File: src/rtl/datapath_pkg.sv
// Shared types for the datapath control sequencer: opcodes, ALU function codes
// and the control word that drives the datapath for one cycle.
package datapath_pkg;

   typedef enum logic [2:0] {
      OP_NOP   = 3'd0,
      OP_CLR   = 3'd1,
      OP_MOVM  = 3'd2,
      OP_MOVRM = 3'd3,
      OP_MOVRA = 3'd4,
      OP_MOVAR = 3'd5,
      OP_ADC   = 3'd6,
      OP_SBC   = 3'd7
   } op_e;

   localparam logic [2:0] ALU_ADC   = 3'b000;
   localparam logic [2:0] ALU_SBC   = 3'b001;
   localparam logic [2:0] ALU_PASSB = 3'b010;

   typedef struct packed {
      logic       clr;
      logic [3:0] ce;
      logic [2:0] w;
      logic [1:0] sel;
      logic [2:0] s;
   } ctrl_word_t;

   localparam ctrl_word_t IDLE_WORD = '0;

   function automatic logic [2:0] onehot3(input logic [1:0] idx);
      return 3'b001 << idx;
   endfunction

endpackage

File: src/rtl/datapath_decoder.sv
// Combinational instruction decoder: instr -> control word, illegal and halt flags.
module datapath_decoder
   import datapath_pkg::*;
(
   input  logic [7:0] instr_i,
   output ctrl_word_t word_o,
   output logic       illegal_o,
   output logic       halt_o
);

   op_e        op;
   logic [1:0] dst;
   logic [1:0] src;
   logic       rsvd;

   assign op   = op_e'(instr_i[7:5]);
   assign dst  = instr_i[4:3];
   assign rsvd = instr_i[2];
   assign src  = instr_i[1:0];

   always_comb begin
      word_o    = IDLE_WORD;
      illegal_o = rsvd;
      halt_o    = 1'b0;
      case (op)
         OP_NOP:   halt_o = (dst == 2'b11);
         OP_CLR:   word_o.clr = 1'b1;
         OP_MOVM:  word_o.ce = 4'b0111;
         OP_MOVRM: begin
            if (dst == 2'b11) illegal_o = 1'b1;
            word_o.ce = {1'b0, onehot3(dst)};
         end
         OP_MOVRA: begin
            if (dst == 2'b11) illegal_o = 1'b1;
            word_o.ce = {1'b0, onehot3(dst)};
            word_o.w  = onehot3(dst);
         end
         OP_MOVAR, OP_ADC, OP_SBC: begin
            if (src == 2'b11) illegal_o = 1'b1;
            word_o.ce  = 4'b1000;
            word_o.sel = src;
            word_o.s   = (op == OP_MOVAR) ? ALU_PASSB :
                         (op == OP_ADC)   ? ALU_ADC   : ALU_SBC;
         end
      endcase
      // An illegal encoding never drives the datapath and never halts.
      if (illegal_o) begin
         word_o = IDLE_WORD;
         halt_o = 1'b0;
      end
   end

endmodule

File: src/rtl/datapath_ctrl.sv
// Control sequencer: accepts instructions over valid/ready and issues one registered
// control word per accepted instruction, with HALT/resume, sticky error and retire count.
module datapath_ctrl
   import datapath_pkg::*;
#(
   parameter int CNT_W = 8
) (
   input  logic             clk,
   input  logic             clr_i,
   input  logic [7:0]       instr_i,
   input  logic             valid_i,
   output logic             ready_o,
   input  logic             resume_i,
   output logic             clr_o,
   output logic [3:0]       ce_o,
   output logic [2:0]       w_o,
   output logic [1:0]       sel_o,
   output logic [2:0]       s_o,
   output logic             halted_o,
   output logic             err_o,
   output logic [CNT_W-1:0] retired_o
);

   localparam logic ST_RUN    = 1'b0;
   localparam logic ST_HALTED = 1'b1;

   // Handshake: an instruction transfers on a rising edge where valid_i and ready_o are
   // both high; upstream holds instr_i stable while valid_i is high and ready_o is low.
   logic             state_q, state_d;
   ctrl_word_t       word_q, word_d;
   logic             err_q, err_d;
   logic [CNT_W-1:0] retired_q, retired_d;
   ctrl_word_t       dec_word;
   logic             dec_illegal, dec_halt;
   logic             accept;

   datapath_decoder u_decoder (
      .instr_i   (instr_i),
      .word_o    (dec_word),
      .illegal_o (dec_illegal),
      .halt_o    (dec_halt)
   );

   assign ready_o = ~clr_i & (state_q == ST_RUN);
   assign accept  = valid_i & ready_o;

   always_comb begin
      state_d   = state_q;
      word_d    = IDLE_WORD;
      err_d     = err_q;
      retired_d = retired_q;
      if (accept) begin
         word_d = dec_word;
         if (dec_illegal) err_d = 1'b1;
         if (dec_halt) state_d = ST_HALTED;
         else          retired_d = retired_q + 1'b1;
      end else if (state_q == ST_HALTED && resume_i) begin
         state_d = ST_RUN;
      end
   end

   always_ff @(posedge clk) begin
      if (clr_i) begin
         state_q   <= ST_RUN;
         word_q    <= IDLE_WORD;
         err_q     <= 1'b0;
         retired_q <= '0;
      end else begin
         state_q   <= state_d;
         word_q    <= word_d;
         err_q     <= err_d;
         retired_q <= retired_d;
      end
   end

   // clr_i masks the live word so a pending instruction never reaches the datapath.
   assign clr_o     = word_q.clr & ~clr_i;
   assign ce_o      = word_q.ce  & {4{~clr_i}};
   assign w_o       = word_q.w   & {3{~clr_i}};
   assign sel_o     = word_q.sel & {2{~clr_i}};
   assign s_o       = word_q.s   & {3{~clr_i}};
   assign halted_o  = (state_q == ST_HALTED);
   assign err_o     = err_q;
   assign retired_o = retired_q;

endmodule

File: config.mk
export PLATFORM = sky130hd
export DESIGN_NAME = datapath_ctrl
export DESIGN_NICKNAME = d
export VERILOG_FILES = /design/src/rtl/datapath_pkg.sv /design/src/rtl/datapath_decoder.sv /design/src/rtl/datapath_ctrl.sv
export SDC_FILE = /design/constraint.sdc
export NUM_CORES = 1
export LEC_CHECK = 0
export CAP_MARGIN = 15
export CORE_ASPECT_RATIO = 0.75
export CORE_MARGIN = 3
export CORE_UTILIZATION = 44
export CTS_CLUSTER_SIZE = 14
export DETAILED_ROUTE_END_ITERATION = 10
export GPL_TIMING_DRIVEN = 0
export PLACE_DENSITY_LB_ADDON = 0.05
export SYNTH_ARGS = -nofsm -noshare
export SYNTH_HDL_FRONTEND = slang
export SYNTH_SLANG_ARGS = --single-unit
File: constraint.sdc
create_clock -name clk -period 1.8 [get_ports clk]
set_clock_uncertainty 0.1 [all_clocks]
set_input_delay 0.18 -clock clk [delete_from_list [all_inputs] [get_ports clk]]
set_output_delay 0.18 -clock clk [all_outputs]
set_load 0.01 [all_outputs]
Word level (Yosys, flattened, before mapping)
Cells that the tools add are included.
{ "word_totals": {"regBits": 23, "inputBits": 12, "output_inout_bits": 24, "elab_cells": 58} }
{ "op_classes": {"addsub": 1, "eq_ne": 10, "shifts": 1, "n_mux": 12, "bitwise_logic": 13, "n_reduce_logical": 12} }
{ "op_table": {"columns": ["operator", "n"], "rows": [
  ["== test 3 bit, second input constant", 4],
  ["one-hot mux 4 bit (3 select lines)", 1],
  ["2-to-1 mux 1 bit", 9],
  ["adder 8 x 1 -> 8 bit, second input constant", 1],
  ["OR reduction 4 bit", 2],
  ["AND 3 bit", 2],
  ["== test 3 x 2 -> 1 bit, second input constant", 2],
  ["NOT 1 bit", 6],
  ["AND reduction 2 bit", 3],
  ["OR reduction 3 bit", 2],
  ["OR reduction 5 bit", 1],
  ["AND 4 bit", 1],
  ["== test 2 bit, second input constant", 2],
  ["AND 1 bit", 3],
  ["== test 3 x 1 -> 1 bit, second input constant", 1],
  ["logical NOT 3 bit", 1],
  ["left shift 1 x 2 -> 3 bit, first input constant", 1],
  ["AND 2 bit", 1],
  ["2-to-1 mux 2 bit", 1],
  ["inequality test 2 bit, second input constant", 1],
  ["one-hot mux 1 bit (2 select lines)", 1],
  ["nonzero test 2 bit", 1],
  ["OR reduction 2 bit", 1],
  ["logical AND 1 bit", 1]
]} }

Depth between registers and ports, before layout
Gate-level depths: netlist (run 1).
{ "logic_depth": {"word_depth": 6, "ltp_mapped": 5, "ltp_nobuf": 5} }

Modules after synthesis
A second synthesis (run 1) with hierarchy kept.
{ "hier_totals": {"hier_cells": 132, "hier_area_um2": 1143.6} }
{ "by_module_without_submodules": {"columns": ["module", "n_inst", "cells_per_inst", "area_per_inst_um2", "seq_area_each_um2"], "rows": [
  ["datapath_ctrl", 1, 95, 904.6, 460.4],
  ["datapath_decoder", 1, 37, 239.0, 0.0]
]} }

Worst setup path after synthesis (run 1)
Ideal clock, no wire load.
{ "synth_timing": {"path_kind": "flip-flop to flip-flop", "startpoint": "register state_q (netlist: halted_o)", "endpoint": "register retired_q[6] (netlist: retired_o[6])", "setup_time_ns": 0.071, "arrival_ns": 1.407, "required_ns": 1.629, "path_slack_ns": 0.222, "path_stages_with_launch": 5, "path_buffers": 0, "period_less_slack_ns": 1.578, "cell_sequence": "dfxtp_1 > nor3b_4 > o21ai_4 > or4_1 > a21oi_1"} }
{ "synth_between": {"elab_chain_len": 4} }
{ "synth_lines": {"columns": ["item", "line", "source"], "rows": [
  ["start: declaration", "datapath_ctrl.sv:29", "logic state_q, state_d;"],
  ["start signal: assignment", "datapath_ctrl.sv:69", "state_q <= state_d;"],
  ["NOT 1 bit", "datapath_ctrl.sv:44", "assign ready_o = ~clr_i & (state_q == ST_RUN);"],
  ["AND 1 bit", "datapath_ctrl.sv:44", null],
  ["AND 1 bit", "datapath_ctrl.sv:45", "assign accept = valid_i & ready_o;"],
  ["AND reduction 2 bit (no line)", null, null],
  ["end signal: assignment", "datapath_ctrl.sv:72", "retired_q <= retired_d;"],
  ["end: declaration", "datapath_ctrl.sv:32", "logic [CNT_W-1:0] retired_q, retired_d;"]
]} }
Every way passes these cells.
A chain may end at the register's enable or synchronous reset.

Final worst setup path (run 1)
{ "layout_timing": {"startpoint": "input port clr_i", "endpoint": "output port w_o[0]"} }
{ "layout_between": {"elab_chain_len": 2} }
{ "layout_lines": {"columns": ["item", "line", "source"], "rows": [
  ["start: declaration", "datapath_ctrl.sv:9", "input logic clr_i,"],
  ["NOT 1 bit", "datapath_ctrl.sv:79", "assign w_o = word_q.w & {3{~clr_i}};"],
  ["AND 3 bit", "datapath_ctrl.sv:79", null],
  ["end: declaration", "datapath_ctrl.sv:16", "output logic [2:0] w_o,"]
]} }
Every way passes these cells.

==> results.ini, run 1 <==
[final_layout]
nets = 170
instances_no_fill = 188
final_util_pct = 68.0
fillers = 180
drive_gt1_share_pct = 9.62
syn_to_final_growth_pct = 38.0
final_common_cell = clkdlybuf4s50_1
most-common-layout-cells = clkdlybuf4s50_1, dfxtp_1, nor2_1
antennaDiodeCount = 0

[status]
status = completed

[synth]
synth-seq-cells = 22
avgSynthCellArea_um2 = 8.63
syn_inst = 122
synth_nets = 135
synthesis.area_um2 = 1050
ys_seq_area_share_pct = 41.9
yosys_warnings = 0
synthDistinctLibCells = 35

[floorplan]
dieHeight_um = 48.4
core_um2 = 2140
initial_core_util_pct = 49.2
die_width_um = 62.5
die-area_um2 = 3020
ios = 36
num_rows = 14

[power_and_ir_drop]
power_frac_clock_pct = 37.9
comb_power_share_pct = 12.3
power_density_nw_per_um2 = 690
internal_power_mw = 0.778
switching_share_pct = 22.4
seq_power_share_pct = 49.8
p_leak_nw = 0.513
switching_power_mw = 0.225
ir_drop_v = 0.000678

[hold_path]
hold_end = word_q[12]
hold_path_class = input port to flip-flop
hp-start = instr_i[7]
whs_path_depth = 2

[sta]
max_freq_mhz = 579
post-route-period-util_pct = 95.9
slew_viol_final = 0
layout_min_cycle_time_ns = 1.73
hold_violations = 0
tightestPinTransition_ns = 0.520
setup_viol = 0
maxSlewHeadroom_pct = 65.1
rsz0062_at_grt = no

[placement]
dp_cells = 184
place_hpwl_mm = 1.85
io_buffer_count = 30
place.gp.congestion = 0.794

[drt]
ant_nets = 0
drc = 0
drtIter0Drc = 23
dr.pass1.iters = 4
routedWlPerCell_um = 12.5
drt_wl_total_mm = 2.36
vias = 959
vias_per_cell = 5.10

[critical_path]
path_delay_family = buffers and inverters
cp_num_cells = 4
cp.arrival_ns = 1.45
crit_type = input port to output pin
rrSetupSlack_ns = 0.14
end_kind = output pin
r2r-end = retired_o[6]
crit_required_ns = 1.52
path_cells = dlygate4sd2_1, clkbuf_4, nor2b_1, clkdlybuf4s50_1
critPathBufInv = 3
slowest_stage = clkdlybuf4s50_1
start_kind = input port
reg2reg_depth = 4
reg2reg_from = halted_o
critPathMaxFanout = 10
critPathMaxStageDelay_ns = 0.56

[global_route]
grtUsageTotal_pct = 16.5
grt_pass1_vias = 905
grt_max_degree = 14
grt_pass1_wl_mm = 4.02
antenna_found_initial = 0
overflow = 0

[clock_tree]
htreeDepth = 1
hold_buffers = 0
cts_tree = yes
clock_latency_ns = 0.32
cts_buffers = 3
path_clk_slew_ns = 0.12
cts_setup_buffers = 0
clockBufferDepth = 2
clkSinkCount = 22
cts_root_buf = clkbuf_4

[run]
maxCapViolCount = 0

## metal layers
| layer | vias up | GRT usage (%) | share of wire [%] |
|---|---|---|---|
| met4 | 0 | 5.86 | 1.7 |
| met2 | 32 | 27.8 | 45 |
| li1 | 495 | - | - |
| met3 | 4 | 4.63 | 6.5 |
| met1 | 428 | 20.1 | 47 |
| met5 | - | 0 | 0 |
## worst reg2reg max path, cell delays in order (launching register included)
cell and delay, ns:
dfxtp_2 0.38, nor3b_4 0.32, o21ai_4 0.15, or4_1 0.51, a21oi_1 0.14
## final cells by class
type                            instances  area (um2)  share of cell area (%)
Multi-Input combinational cell         91         574                    39.5
Inverter                                2        7.51                   0.517
Sequential cell                        22         442                    30.4
Clock buffer                            3        22.5                    1.55
Tap cell                               32        40.0                    2.76
Buffer                                  7        37.5                    2.58
Clock inverter                          1        30.0                    2.07
Timing Repair Buffer                   30         299                    20.6
## how the worst max path moves through the flow
stage | start | to | slack (ns)
floorplan | halted_o | retired_o[6] | 0.22
global placement | clr_i | w_o[1] | -0.28
detailed placement | clr_i | w_o[0] | -0.32
CTS | clr_i | w_o[0] | 0.06
global route | clr_i | ready_o | 0.02
finish | clr_i | w_o[0] | 0.07
## power groups by stage
stage                     sequential [mW]  combinational (mW)  clock [mW]
after floorplan                     0.511              0.0684           0
after global placement              0.510               0.117           0
final                               0.499               0.123       0.380
after global routing                0.500               0.136       0.397
after detailed placement            0.510               0.120           0
after CTS                           0.499               0.121       0.383
## repair_timing
action | in CTS | in global routing
pin swaps | 0 | 1
cloned | 0 | 0
setup endpoints to repair | 11 | 1
resized for setup | 4 | 2
endpoints found under the hold margin | 0 | 0
## cells in the mapped netlist, drive strengths merged
cell type	instances	area (um2)
dfxtp	22	440
nor2	17	63.8
nor2b	14	87.6
nand2	7	26.3
nand3	6	30.0
nor3	6	30.0
a21oi	4	20.0
clkbuf	4	15.0
a211oi	3	22.5
buf	3	17.5
o31ai	3	22.5
or4	3	22.5
a31oi	2	12.5
inv	2	7.51
mux2	2	22.5
nand2b	2	12.5
nand3b	2	15.0
o21ai	2	21.3
o22a	2	17.5
or3	2	12.5
xnor2	2	17.5
a2bb2oi	1	8.76
and3b	1	8.76
conb	1	3.75
ha	1	12.5
mux2i	1	10.0
nand4	1	6.26
nor3b	1	18.8
nor4bb	1	10.0
o2111a	1	11.3
o211ai	1	7.51
or3b	1	8.76
xor2	1	8.76
## per-stage QoR
| step | cell area [um2] | setup WS (ns) | setup TNS [ns] | total power, mW | hold slack (ns) |
|---|---|---|---|---|---|
| 6_report | 1450 | 0.0740 | 0 | 1.00 | 0.0433 |
| 3_5_place_dp | 1390 | -0.325 | -5.94 | 0.630 | 0.380 |
| 4_1_cts | 1450 | 0.0643 | 0 | 1.00 | 0.0389 |
| 2_1_floorplan | 1050 | 0.222 | 0 | 0.580 | 0.202 |
| 5_1_grt | 1450 | 0.0188 | 0 | 1.03 | 0.0688 |
| 3_3_place_gp | 1390 | -0.282 | -5.13 | 0.627 | 0.366 |
## cells by family after synthesis
kind of cell	Yosys count	share of synthesized area, %
other	1	0.356
muxes	3	3.09
AOI/OAI and AO/OA	19	13.7
and+or+nand+nor	64	33.5
adders and majority gates	1	1.19
xor gates and xnor gates	3	2.50
buffers and inverters	9	3.81
DFF	22	41.9
## registers in the layout (all words and copies together), names as in the netlist
signal     flops
retired_o      8
err_o          1
word_q        12
halted_o       1
No activity file was read; power rests on OpenSTA's default activity.
==> run 2, diff against run 1 <==
- GPL_ROUTABILITY_DRIVEN: not set -> 0
==> results of run 2 <==
Final layout, timing and power as in run 1 (identical DEF).
==> RTL change 1, RTL diff (flow settings as in run 1) <==
Change the parameter `CNT_W` from 8 to 10.
--- a/src/rtl/datapath_ctrl.sv
+++ b/src/rtl/datapath_ctrl.sv
@@ -3,7 +3,7 @@
 module datapath_ctrl
    import datapath_pkg::*;
 #(
-   parameter int CNT_W = 8
+   parameter int CNT_W = 10
 ) (
    input  logic             clk,
    input  logic             clr_i,
Interface: changed (resized retired_o); port bits go from 36 to 38. No check against the original RTL was run, so the function may have changed too.
==> RTL change 1 against run 1 <==
- synthesized area rose by 8.8%
- cell area is 9.0% higher
- global-route usage is 0.43 points higher
- die area grew 7.8%
- total power fell by 10%
- routed wire length grew 10%
- critical path depth grew 2
- setup slack got worse by 0.053 ns
- sequential cell count increased by 2
- clock power down 41%
==> RTL change 1: results (changes against run 1) <==
power_and_ir_drop:
  power.switching_mw: 0.2186  # -2.8%
  leakagePower_nw: 0.5561  # +8.3%
  peakVddDrop_mv: 0.4328  # -36%
setup_path:
  worst_path_max_delay_cell: "or4_4"
  crit_path_max_incr_delay_ns: 0.60  # +0.04 ns
  crit_end: "retired_o[7]$_SDFFE_PP0P_"
  timing.rr.end: "retired_o[8]$_SDFFE_PP0P_"
grt:
  grt_util_all_layers: 0.1691  # +0.004271
  grt_max_degree: 13  # -1
  grt_pass1_wl_um: 4250  # +5.9%
routing:
  drt_iter0_markers: 62  # +170%
  vias_per_cell: 5.241  # +2.7%
  wl_per_cell_um: 13.04  # +4.0%
  num_vias: 1043  # +8.8%
status:
  status: "finished clean"
synthesis:
  synth_xor_area_frac: 0.007650  # -0.01732
  synth_mux_area_frac: 0.008743  # -0.02217
  synth_compound_area_frac: 0.1902  # +0.05342
  synth_area_leaders: "dfxtp_1 42%, nor2b_1 6.6%, nor2_1 4.6%"
  synth_commonest_cells: "24 x dfxtp_1, 14 x nor2_1, 13 x nand2_1, 12 x nor2b_1, 5 x nor3_1"
  netlist_instances: 126  # +3.3%
  yosysSeqAreaShare: 0.4197  # +0.001123
placed_design:
  postPlaceCellArea_mm2: 0.001538  # +10%
  dp_cells: 195  # +6.0%
  pre_cts_ws_ns: -0.3105  # +0.01401 ns
  port_buffers: 35  # +17%
cells_and_area:
  fillers: 217  # +21%
  drive_gt1_frac: 0.1455  # +0.04930
-- RTL change 1: cell types whose count changed after synthesis, sizes merged, moves of 3 or more --
cell / change
a211oi: -3
nor2: -3
clkbuf: -3
nand2: +6
o311ai: +3
o41ai: +3
-- RTL change 1: metal layers --
| layer | vias to the layer above | wire length [µm] | global-route usage |
|---|---|---|---|
| li1 | 534 | - | - |
| met1 | 469 | 1195 | 0.2271 |
| met2 | 36 | 1180 | 0.2615 |
| met3 | 4 | 196 | 0.05817 |
| met4 | 0 | 21 | 0.03860 |
| met5 | - | 0 | 0 |
-- RTL change 1: what timing repair did --
item	CTS	global route
endpoints found under the hold margin	0	1
hold buffers	0	1
resized for setup	5	1
setup endpoints to repair	13	2
-- RTL change 1: final cells by class --
type / instances / area share
buffer: 5 / 0.03241
clock buffer: 3 / 0.01423
inverter: 3 / 0.007115
multi-input combinational: 94 / 0.3897
sequential: 24 / 0.3036
tap: 34 / 0.02688
timing repair buffer: 36 / 0.2261
==> RTL change 2, RTL diff (config.mk and constraints of run 1) <==
Made on the original files. Put one more register stage on the output `retired_o`, without a reset. The value now appears one clock later. The other outputs are not delayed to match.
--- a/src/rtl/datapath_ctrl.sv
+++ b/src/rtl/datapath_ctrl.sv
@@ -81,7 +81,9 @@
    assign s_o       = word_q.s   & {3{~clr_i}};
    assign halted_o  = (state_q == ST_HALTED);
    assign err_o     = err_q;
-   assign retired_o = retired_q;
+   always_ff @(posedge clk) begin
+      retired_o <= retired_q;
+   end
 
 endmodule
 
Formal check against the unedited RTL: not equivalent (Yosys sat finds a counterexample within 4 cycles, from zero or initial values).
==> RTL change 2 against run 1 <==
- cell area up 16%
- maximum frequency about the same
- non-clock buffer count up 3
- via count up 5.4%
- register-to-register slack worse by 0.04 ns
- synthesized cell count up 1.6%
- routed wire length up 12%
- setup slack worse by 0.0011 ns
- sequential cell count up 8
- total power up 31%
- combinational power up 9.8%
- synthesized area up 15%
==> RTL change 2: results (changes against run 1) <==
routing:
  num_vias: 1011  # +5.4%
  vias_per_cell: 5.080  # -0.41%
  wl_um: 2641  # +12%
  drt_iter0_markers: 52  # +130%
grt:
  grt_max_degree: 11  # -3
  grt_util_all_layers: 0.1779  # +0.01303
  grt_pass1_wl_um: 4340  # +8.1%
  grt_util_met1: 0.2233  # +0.02185
  grt_pass1_vias: 931  # +2.9%
  met2_usage: 0.2554  # -0.02252
  gr-usage-met3: 0.06374  # +0.01744
power_and_ir_drop:
  leakagePower_nw: 0.6525  # +27%
  peakVddDrop_mv: 0.5124  # -24%
hold_path:
  min_to: "word_q[0]$_SDFF_PP0_"
  holdPathStages: 3  # +1
  hp-start: "instr_i[6]"
placed_design:
  dpl.hpwl_um: 1869  # +1.2%
  postPlaceCellArea_mm2: 0.001570  # +13%
  dp_cells: 190  # +3.3%
  pre_cts_ws_ns: -0.4436  # -0.1191 ns
  gp_congestion: 0.8768  # +10%
cts:
  clkTransAtPathRegs_ns: 0.06  # -0.06 ns
  insertion_delay_ns: 0.27  # -0.05 ns
  htreeDepth: 2  # +1
  clock_path_buffers: 2  # unchanged
  cts_buffers: 5  # +2
  clock-root-buffer: "clkbuf_8"
synthesis:
  ys_types: 38  # +8.6%
  synth_fp_nets: 137  # +1.5%
  netlist_instances: 124  # +1.6%
  synth_commonest_cells: "30 x dfxtp_1, 15 x nor2b_1, 12 x nor2_1, 6 x nand2_1, 5 x nand2b_1"
  synth_area_leaders: "dfxtp_1 50%, nor2b_1 7.8%, nor2_1 3.7%"
  yosysSeqAreaShare: 0.4974  # +0.07886
setup_path:
  cp_max_fo: 5  # -5
  r2r_cells: 5  # +1
  timing.rr.end: "retired_q[7]$_SDFFE_PP0P_"
  worstPathArrival_ns: 1.79  # +0.34 ns
status:
  status: "finished clean"
cells_and_area:
  fillers: 198  # +10%
  num-nets-final: 178  # +4.7%
  drive_gt1_frac: 0.1333  # +0.03718
timing:
  holdWs_ns: 0.1691  # +0.1257 ns
## RTL change 2: changes by cell type after synthesis, sizes merged, moves of 3 or more
| cell | change |
|---|---|
| mux2i | +3 |
| nand3 | -3 |
| nor4 | +3 |
| dfxtp | +8 |
| or4 | -3 |
| and2 | +3 |
| and3 | +3 |
| nor3 | -4 |
| nor2 | -4 |
| nand2b | +3 |
| o31ai | -3 |
## RTL change 2: worst max-delay path by stage
stage,start,endpoint,slack (ns),cells past startpoint
after global placement,clr_i,retired_q[7]$_SDFFE_PP0P_,-0.41,6
after floorplan,halted_o$_SDFFE_PP0P_,retired_q[7]$_SDFFE_PP0P_,0.1,5
after CTS,instr_i[7],word_q[4]$_SDFF_PP0_,0.01,5
after global routing,valid_i,word_q[10]$_SDFF_PP0_,0.002,6
final,valid_i,retired_q[7]$_SDFFE_PP0P_,0.07,6
after detailed placement,clr_i,retired_q[7]$_SDFFE_PP0P_,-0.44,6
## RTL change 2: per-layer routing
layer | routed length (µm) | share of wire
met5 | 0 | 0
met1 | 1232 | 0.47
met4 | 63 | 0.024
met3 | 169 | 0.064
met2 | 1175 | 0.44
## RTL change 2: what timing repair did
action	in CTS	in global routing
buffers inserted	2	0
gates resized for setup	5	4
hold endpoints to repair	0	0
setup endpoints to repair	20	7
pin swaps	0	2
## RTL change 2: report_power, final
group	total, mW	switching (mW)	internal (mW)	leakage [nW]
registers	0.682	0.00667	0.676	0.243
clock network	0.492	0.234	0.258	0.0438
logic	0.135	0.0703	0.0647	0.366
## RTL change 2: cell type report
| type | instances | area, µm² | share of cell area |
|---|---|---|---|
| sequential | 30 | 600.6 | 0.3561 |
| multi-input combinational | 85 | 581.8 | 0.3450 |
| timing repair buffer | 34 | 336.6 | 0.1996 |
| clock buffer | 5 | 68.82 | 0.04080 |
| tap | 34 | 42.54 | 0.02522 |
| buffer | 6 | 35.03 | 0.02077 |
| inverter | 3 | 11.26 | 0.006677 |
| clock inverter | 2 | 10.01 | 0.005935 |
## RTL change 2: critical path: stages
cell             delay (ns)
clkdlybuf4s50_1        0.48
or3b_1                 0.33
buf_2                  0.17
a21oi_4                0.16
nand4_1                0.13
mux2_1                 0.33
## RTL change 2: kinds of logic (layout without fill, tap and decap cells)
logic type | count (synthesis) | after routing | share of synthesized area
buf+inv | 9 | 50 | 0.03212
mux | 6 | 6 | 0.05181
xor+xnor | 2 | 2 | 0.01451
fa+ha+maj | 1 | 1 | 0.01036
flops | 30 | 30 | 0.4974
other cells | 1 | 1 | 0.003106
simple gates | 59 | 59 | 0.2736
compound gates | 16 | 16 | 0.1171
